$ cat config.mk
export PLATFORM = sky130hd
export DESIGN_NAME = counter_monitor
export DESIGN_NICKNAME = d
export VERILOG_FILES = /design/src/rtl/counter_monitor.sv
export SDC_FILE = /design/constraint.sdc
export NUM_CORES = 1
export LEC_CHECK = 0
export ABC_AREA = 1
export BUFFER_PORTS_ARGS = -buffer_cell sky130_fd_sc_hd__buf_2
export CORE_ASPECT_RATIO = 0.5
export CORE_MARGIN = 5
export CORE_UTILIZATION = 40
export CTS_CLUSTER_DIAMETER = 100
export DETAILED_ROUTE_END_ITERATION = 7
export MAX_ROUTING_LAYER = met4
export PLACE_DENSITY = 0.59
export SLEW_MARGIN = 20
export SYNTH_ARGS = -nofsm -noshare
export SYNTH_HDL_FRONTEND = slang
export SYNTH_SLANG_ARGS = --single-unit
$ cat constraint.sdc
create_clock -name clk -period 1.5 [get_ports clk]
set_input_delay 0.075 -clock clk [delete_from_list [all_inputs] [get_ports clk]]
set_output_delay 0.075 -clock clk [all_outputs]
set_load 0.005 [all_outputs]
$ cat src/rtl/counter_monitor.sv
// Tracks an up/down counter's output, predicts each next value, and flags lock, errors and an error tally.
// Latency: outputs are registered and update on the edge that samples cnt_in. Backpressure: none; valid gates sampling.
module counter_monitor #(
  parameter int N        = 3,
  parameter bit UP_DOWN  = 1'b1,
  parameter int LOCK_LEN = 4,
  parameter int ERR_W    = 8
) (
  input  logic             clk,
  input  logic             reset,
  input  logic [N-1:0]     cnt_in,
  input  logic             valid,
  output logic             locked,
  output logic             error,
  output logic [ERR_W-1:0] err_count,
  output logic [N-1:0]     expected
);

  typedef enum logic [1:0] {SEARCH, TRACK, LOCKED} state_t;

  localparam logic [N-1:0]     ONE      = 1;
  localparam logic [3:0]       LOCK_CNT = 4'(LOCK_LEN);
  localparam logic [ERR_W-1:0] ERR_MAX  = '1;

  state_t           state, state_nxt;
  logic [3:0]       match_cnt, match_nxt, match_inc;
  logic [N-1:0]     pred, expected_nxt;
  logic             hit, locked_nxt, error_nxt;
  logic [ERR_W-1:0] err_count_nxt;

  assign pred      = UP_DOWN ? (cnt_in + ONE) : (cnt_in - ONE);
  assign hit       = (cnt_in == expected);
  assign match_inc = match_cnt + 4'd1;

  always_ff @(posedge clk) begin
    if (!reset) state <= SEARCH;
    else        state <= state_nxt;
  end

  always_comb begin
    state_nxt = state;
    if (valid) begin
      case (state)
        SEARCH:  state_nxt = TRACK;
        TRACK:   if (hit && match_inc == LOCK_CNT) state_nxt = LOCKED;
        LOCKED:  if (!hit) state_nxt = TRACK;
        default: state_nxt = SEARCH;
      endcase
    end
  end

  always_comb begin
    expected_nxt  = expected;
    match_nxt     = match_cnt;
    locked_nxt    = locked;
    error_nxt     = 1'b0;
    err_count_nxt = err_count;
    if (valid) begin
      // Every valid sample resyncs the prediction, match or not.
      expected_nxt = pred;
      case (state)
        SEARCH: match_nxt = 4'd0;
        TRACK: begin
          if (hit) begin
            match_nxt  = match_inc;
            locked_nxt = (match_inc == LOCK_CNT);
          end else begin
            match_nxt  = 4'd0;
          end
        end
        LOCKED: begin
          if (!hit) begin
            error_nxt     = 1'b1;
            locked_nxt    = 1'b0;
            match_nxt     = 4'd0;
            err_count_nxt = (err_count == ERR_MAX) ? err_count : err_count + 1'b1;
          end
        end
        default: match_nxt = 4'd0;
      endcase
    end
  end

  always_ff @(posedge clk) begin
    if (!reset) begin
      expected  <= '0;
      match_cnt <= 4'd0;
      locked    <= 1'b0;
      error     <= 1'b0;
      err_count <= '0;
    end else begin
      expected  <= expected_nxt;
      match_cnt <= match_nxt;
      locked    <= locked_nxt;
      error     <= error_nxt;
      err_count <= err_count_nxt;
    end
  end

endmodule
==> results of run 1 <==
## registers in the layout, summed over array words and instances (netlist names)
name,flops
err_count,8
match_cnt,4
expected,3
state,2
error,1
locked,1
## area by class of cell
class | count | area share (%)
multi-input combinational | 128 | 49.1
sequential | 19 | 28.0
timing repair buffer | 22 | 8.81
inverter | 27 | 7.43
tap | 37 | 3.39
clock buffer | 4 | 3.30
## logic make-up (layout without fill, tap and decap cells)
| group | Yosys count | after routing | synth area share, % |
|---|---|---|---|
| simple gates | 102 | 102 | 42.8 |
| compound gates | 20 | 20 | 9.23 |
| fa+ha+maj | 4 | 4 | 4.34 |
| buf+inv | 28 | 53 | 9.12 |
| xor+xnor | 2 | 2 | 1.52 |
| flops | 19 | 19 | 33.0 |
## repair_timing
item | in CTS | in global routing
endpoints found under the setup margin | 0 | 8
gates resized for setup | 0 | 2
endpoints found under the hold margin | 0 | 0
## worst register-to-register path, delay by kind of cell (launching register included)
family,cells,cell delay (ns)
compound gates,1,0.14
simple gates,5,0.60
fa+ha+maj,1,0.19
flops,1,0.38
## cell usage after synthesis, drive strengths merged
cell / instances / share of area, %
a21boi: 1 / 0.65
a21oi: 13 / 6.0
and2: 1 / 0.54
clkbuf: 1 / 0.33
dfxtp: 19 / 33
ha: 4 / 4.3
inv: 27 / 8.8
nand2: 61 / 21
nand3: 13 / 7.8
nand3b: 1 / 0.65
nand4: 11 / 6.0
nor2: 15 / 6.8
o21ai: 6 / 2.6
xor2: 2 / 1.5
## metal layers
metal  vias up  wire (um)  GRT usage, %  share of wire [%]
met5         -          0             -                  0
met4         0          8          3.47               0.33
met3         2         95          4.81                4.0
met2        11       1060          21.6                 44
met1       474       1230          16.5                 51
li1        611          -             -                  -
## final timing paths
| kind | slack, ns | startpoint | endpoint |
|---|---|---|---|
| worst min register to register | 0.49 | state[1] | state[1] |
| worst max-delay path | 0.12 | err_count[0] | err_count[7] |
| worst min-delay path | 0.06 | cnt_in[0] | expected[0] |
| worst max register to register | 0.12 | err_count[0] | err_count[7] |
## power by group
part / switching (mW) / internal (mW)
logic: 0.0795 / 0.0420
clock network: 0.163 / 0.189
registers: 0.0104 / 0.518
total: 0.252 / 0.749
## through the flow
stage | utilization [%] | instances
finish | 51.1 | 237
global route | 51.1 | 237
CTS | 51.0 | 237
detailed placement | 49.3 | 233
global placement | 49.3 | 233
floorplan | - | 175
==> summary.txt, run 1 <==
Power
  • P_leak: 0.683 nW
  • Peak supply drop: 0.424 mV
  • Total power: 1.00 mW
  • Power density over the cells: 734 nW/um^2

STA
  • Max-slew headroom: 71.9%
  • Final Hold Vio Count: 0
  • Post-route worst setup slack: 0.120 ns
  • Fin. max-slew vios: 0
  • Max Fclk: 725 MHz
  • Setup TNS: 0 ns
  • Tightest Pin Transition: 0.421 ns
  • Final period util: 92.0%
  • Min Tclk post-route: 1.38 ns
  • Setup Skew: 0.00388 ns
  • Final setup fails: 0
  • RSZ-0062 raised after global routing: no
  • WHS: 0.0628 ns

Floorplan
  • Die area: 4120 um^2
  • Die height: 48.0 um
  • Row count: 13
  • Die X: 85.9 um
  • Core box area: 2670 um^2
  • Top-level port count: 19
  • Starting Density: 43.2%

Place
  • I/O Buffers: 18
  • DP Worst Slack: 0.118 ns
  • Final Wtd Congestion: 0.813
  • Hpwl dp: 1.91 mm
  • Dpl cell area: 1320 um^2

Detailed routing
  • TritonRoute pass-1 iters: 4
  • Initial DRC count: 40
  • ANT nets after route: 0
  • Total Wirelength: 2.40 mm
  • Vias per cell: 4.63
  • Via count: 1098
  • DRC violations left: 0
  • WL/cell: 10.1 um

CTS
  • H-tree levels: 1
  • Post-CTS Hold Buffers: 0
  • CTS tree: built
  • Reg clk slew, reported paths: 0.07 ns
  • Clk Latency, worst-skew pair: 0.25 ns
  • Clock Path Buffers: 2
  • CTS Root Buffer Type: clkbuf_8
  • Setup bufs post-CTS: 0
  • Number of CTS-inserted buffers: 3
  • # clock sinks: 19

Global route
  • GRT overflow: 0
  • Tot GR Track Use: 13.5%
  • Vias in the first global route: 955
  • Initial antenna violation count: 0
  • Largest net degree at the start of global routing: 13
  • Wire length of the first global-routing pass: 4.15 mm

Finish
  • Area grow syn2layout: 18.3%
  • Fill count: 287
  • Register area: 382 um^2
  • Commonest non-fill, non-tap cell in the layout: nand2_1
  • Share of cells above drive strength 1: 18.5%
  • # nets final: 211
  • Final Cell Area: 1360 um^2
  • ANT cells: 0
  • Commonest non-fill, non-tap cells in the layout: 58 x nand2_1, 26 x inv_1, 18 x dfxtp_1, 18 x buf_2, 12 x a21oi_1
  • Multi-input logic area: 669 um^2

Worst setup path
  • Critical Path End Type: flip-flop
  • Buf/Inv on CP: 0
  • CP delay by family, top: simple AND/OR/NAND/NOR gates
  • FF-to-FF path depth: 7
  • WP depth: 7
  • Most used cell, CP: nand3_4
  • Crit start category: flip-flop
  • Crit-path slowest cell: dfxtp_1
  • Worst path max stage delay: 0.38 ns
  • WP data arrival: 1.56 ns
  • Worst-path cell chain: ha_1 -> nand3_1 -> nor2_4 -> nand3_4 -> nand3_4 -> nand2_1 -> a21oi_1
  • CP required: 1.68 ns
  • CP max FO: 9
  • WS Path Type: reg2reg

Hold path
  • Hold path cells: 2
  • Hold crit path type: in2reg

Logic synthesis
  • Synthesized area per cell: 6.58 um^2
  • Sequential area share after synthesis: 33.0%
  • Syn_nets: 185
  • Library cells used by synthesis: 20
  • Syn Inst Count: 175
  • Yosys warning total: 0
  • Cell area after synthesis: 1150 um^2
  • FF+latch count, synth: 19

Outcome
  • Status: finished clean

Job
  • MaxCap Viol Count: 0
No activity file was read; power rests on OpenSTA's default activity.
==> run 2, diff against run 1 <==
--- a/config.mk
+++ b/config.mk
@@ -6,14 +6,15 @@
 export NUM_CORES = 1
 export LEC_CHECK = 0
 export ABC_AREA = 1
-export BUFFER_PORTS_ARGS = -buffer_cell sky130_fd_sc_hd__buf_2
+export CAP_MARGIN = 10
 export CORE_ASPECT_RATIO = 0.5
 export CORE_MARGIN = 5
 export CORE_UTILIZATION = 40
 export CTS_CLUSTER_DIAMETER = 100
 export DETAILED_ROUTE_END_ITERATION = 7
+export DONT_BUFFER_PORTS = 1
 export MAX_ROUTING_LAYER = met4
-export PLACE_DENSITY = 0.59
+export PLACE_DENSITY = 0.53
 export SLEW_MARGIN = 20
 export SYNTH_ARGS = -nofsm -noshare
 export SYNTH_HDL_FRONTEND = slang
==> summary.txt, run 2 (synthesized netlist as in run 1, its figures left out) <==
Power
  • Peak supply drop: 0.277 mV (-35%)
  • P_leak: 0.634 nW (-7.1%)
  • Net Sw Frac: 26.6% (+1.4 points)
  • Seq pwr share: 52.1% (-0.7 points)
  • Power density over the cells: 759 nW/um^2 (+3.4%)
  • P_sw: 0.270 mW (+7.2%)
  • Clk pwr share: 36.7% (+1.6 points)
  • Comb pwr share: 11.3% (-0.8 points)
  • Design internal power: 0.748 mW (-0.13%)

STA
  • Setup Skew: 0.00448 ns (+0.000593 ns)
  • Fin. max-slew vios: 0 (unchanged)
  • Final Hold Vio Count: 0 (unchanged)
  • Final setup fails: 0 (unchanged)
  • Max-slew headroom: 69.6% (-2.3 points)
  • Setup TNS: 0 ns (unchanged)
  • Final period util: 90.4% (-1.6 points)
  • Tightest Pin Transition: 0.455 ns (+0.0347 ns)
  • RSZ-0062 raised after global routing: no
  • Max Fclk: 737 MHz (+1.7%)
  • Min Tclk post-route: 1.36 ns (-0.0237 ns)

Finish
  • Commonest non-fill, non-tap cells in the layout: 58 x nand2_1, 26 x inv_1, 18 x dfxtp_1
  • Max reg flops: 8 (unchanged)
  • # nets final: 201 (-4.7%)
  • Finished Layout Cells: 227 (-4.2%)
  • Fill count: 291 (+1.4%)
  • Commonest non-fill, non-tap cell in the layout: nand2_1
  • ANT cells: 0 (unchanged)
  • Share of cells above drive strength 1: 12.6% (-5.9 points)
  • Regs by FF count: err_count: 8 flops, match_cnt: 4 flops, expected: 3 flops
  • Biggest register: err_count
  • Area grow syn2layout: 16.4%
  • Final Cell Area: 1340 um^2 (-1.7%)

CTS
  • Setup bufs post-CTS: 0 (unchanged)
  • CTS Root Buffer Type: clkbuf_8
  • Number of CTS-inserted buffers: 3 (unchanged)
  • # clock sinks: 19 (unchanged)
  • CTS tree: built
  • H-tree levels: 1 (unchanged)
  • Reg clk slew, reported paths: 0.08 ns (about the same)
  • Clock Path Buffers: 2 (unchanged)
  • Clk Latency, worst-skew pair: 0.26 ns (about the same)

Worst setup path
  • Setup slack, reg-to-reg: 0.14 ns (+0.02 ns)
  • Worst path max stage delay: 0.34 ns (-0.04 ns)
  • CP required: 1.70 ns (+0.02 ns)
  • Reg-to-Reg Start: err_count[1]
  • CP max FO: 9 (unchanged)
  • Most used cell, CP: nand3_4
  • Crit start category: flip-flop
  • WP data arrival: 1.55 ns (about the same)
  • Worst R2R End: err_count[6]
  • FF-to-FF path depth: 7 (unchanged)
  • Crit-path slowest cell: dfxtp_1
  • Worst-path cell chain: ha_1 -> nand3_1 -> nor2_4 -> nand3_4 -> nand3_4 -> nand2_1 -> a21oi_2
  • Critical Path End Type: flip-flop
  • WS Path Type: reg2reg

Floorplan
  • Core box area: 2670 um^2 (unchanged)
  • Row count: 13 (unchanged)
  • Die X: 85.9 um (unchanged)
  • Die area: 4120 um^2 (unchanged)
  • Top-level port count: 19 (unchanged)
  • Starting Density: 43.2% (unchanged)
  • Die height: 48.0 um (unchanged)

Detailed routing
  • Vias per cell: 4.86 (+4.9%)
  • DRC violations left: 0 (unchanged)
  • Via count: 1103 (+0.46%)
  • TritonRoute pass-1 iters: 4 (unchanged)
  • ANT nets after route: 0 (unchanged)
  • WL/cell: 11.8 um (+17%)
  • Initial DRC count: 34 (-15%)
  • Total Wirelength: 2.68 mm (+12%)

Hold path
  • Hold endpoint: state[0]
  • Hold path cells: 3 (+1)
  • Hold crit path type: in2reg
  • Worst hold path startpoint: valid

Global route
  • Initial antenna violation count: 0 (unchanged)
  • Vias in the first global route: 977 (+2.3%)
  • Largest net degree at the start of global routing: 13 (unchanged)
  • Wire length of the first global-routing pass: 4.47 mm (+7.8%)
  • Tot GR Track Use: 14.8% (+1.3 points)
  • GRT overflow: 0 (unchanged)

Place
  • Final Wtd Congestion: 0.792 (-2.6%)
  • Post-Place Cells: 220 (-5.6%)
  • I/O Buffers: 0 (-18)
  • Hpwl dp: 1.96 mm (+2.2%)
  • Dpl cell area: 1260 um^2 (-4.0%)

Job
  • MaxCap Viol Count: 0 (unchanged)

Outcome
  • Status: finished clean
## run 2: changes by cell type in the layout (fill, tap and decap cells not counted), sizes merged
cell / delta
buf: -13
dlygate4sd3: +3
## run 2: power by group through the flow
stage               Combinational (mW)  Sequential, mW  Clock [mW]
finish                           0.115           0.530       0.373
global route                     0.134           0.532       0.400
CTS                              0.115           0.530       0.386
detailed placement               0.104           0.542           0
global placement                 0.105           0.542           0
floorplan                       0.0834           0.540           0
## run 2: critical path: cells and delay by family (launching register included)
kind,cells,cell delay [ns]
compound gates,1,0.13
flops,1,0.34
fa+ha+maj,1,0.17
simple gates,5,0.65
## run 2: layer usage
metal	up-vias	part of all wire [%]	wire [um]	GRT usage, %
met3	2	5.4	145	5.67
li1	593	-	-	-
met4	0	0.30	8	2.84
met2	15	44	1190	25.3
met1	493	50	1340	17.0
met5	-	0	0	-
## run 2: how the worst max path moves through the flow
stage | from | to | slack, ns | cells past startpoint
2_1_floorplan | err_count[0] | err_count[6] | 0.15 | 7
3_3_place_gp | err_count[0] | err_count[5] | 0.13 | 7
3_5_place_dp | err_count[0] | err_count[6] | 0.13 | 7
4_1_cts | err_count[1] | err_count[6] | 0.11 | 7
5_1_grt | match_cnt[1] | state[0] | 0.006 | 8
6_report | err_count[1] | err_count[6] | 0.14 | 7
## run 2: layout make-up
cell class	instances	area [um^2]	area share (%)
clock buffers	4	45.0	3.36
inverters	27	101	7.56
well taps	37	46.3	3.45
flip-flops and latches	19	382	28.5
multi-input cells	128	669	49.9
repair buffers	12	97.6	7.28
## run 2: stage by stage
step	hold slack (ns)	setup slack, ns	total power [mW]	utilization, %
2_1_floorplan	0.164	0.151	0.623	-
3_3_place_gp	0.175	0.126	0.647	47.3
3_5_place_dp	0.170	0.128	0.647	47.3
4_1_cts	0.0137	0.106	1.03	50.1
5_1_grt	0.0395	0.00623	1.07	50.3
6_report	0.0135	0.143	1.02	50.3
## run 2: repair_timing
action                                  4_1_cts  5_1_grt
hold buffers                                  3        0
endpoints found under the setup margin        0        4
hold endpoints to repair                      7        0
gates resized for setup                       0        2
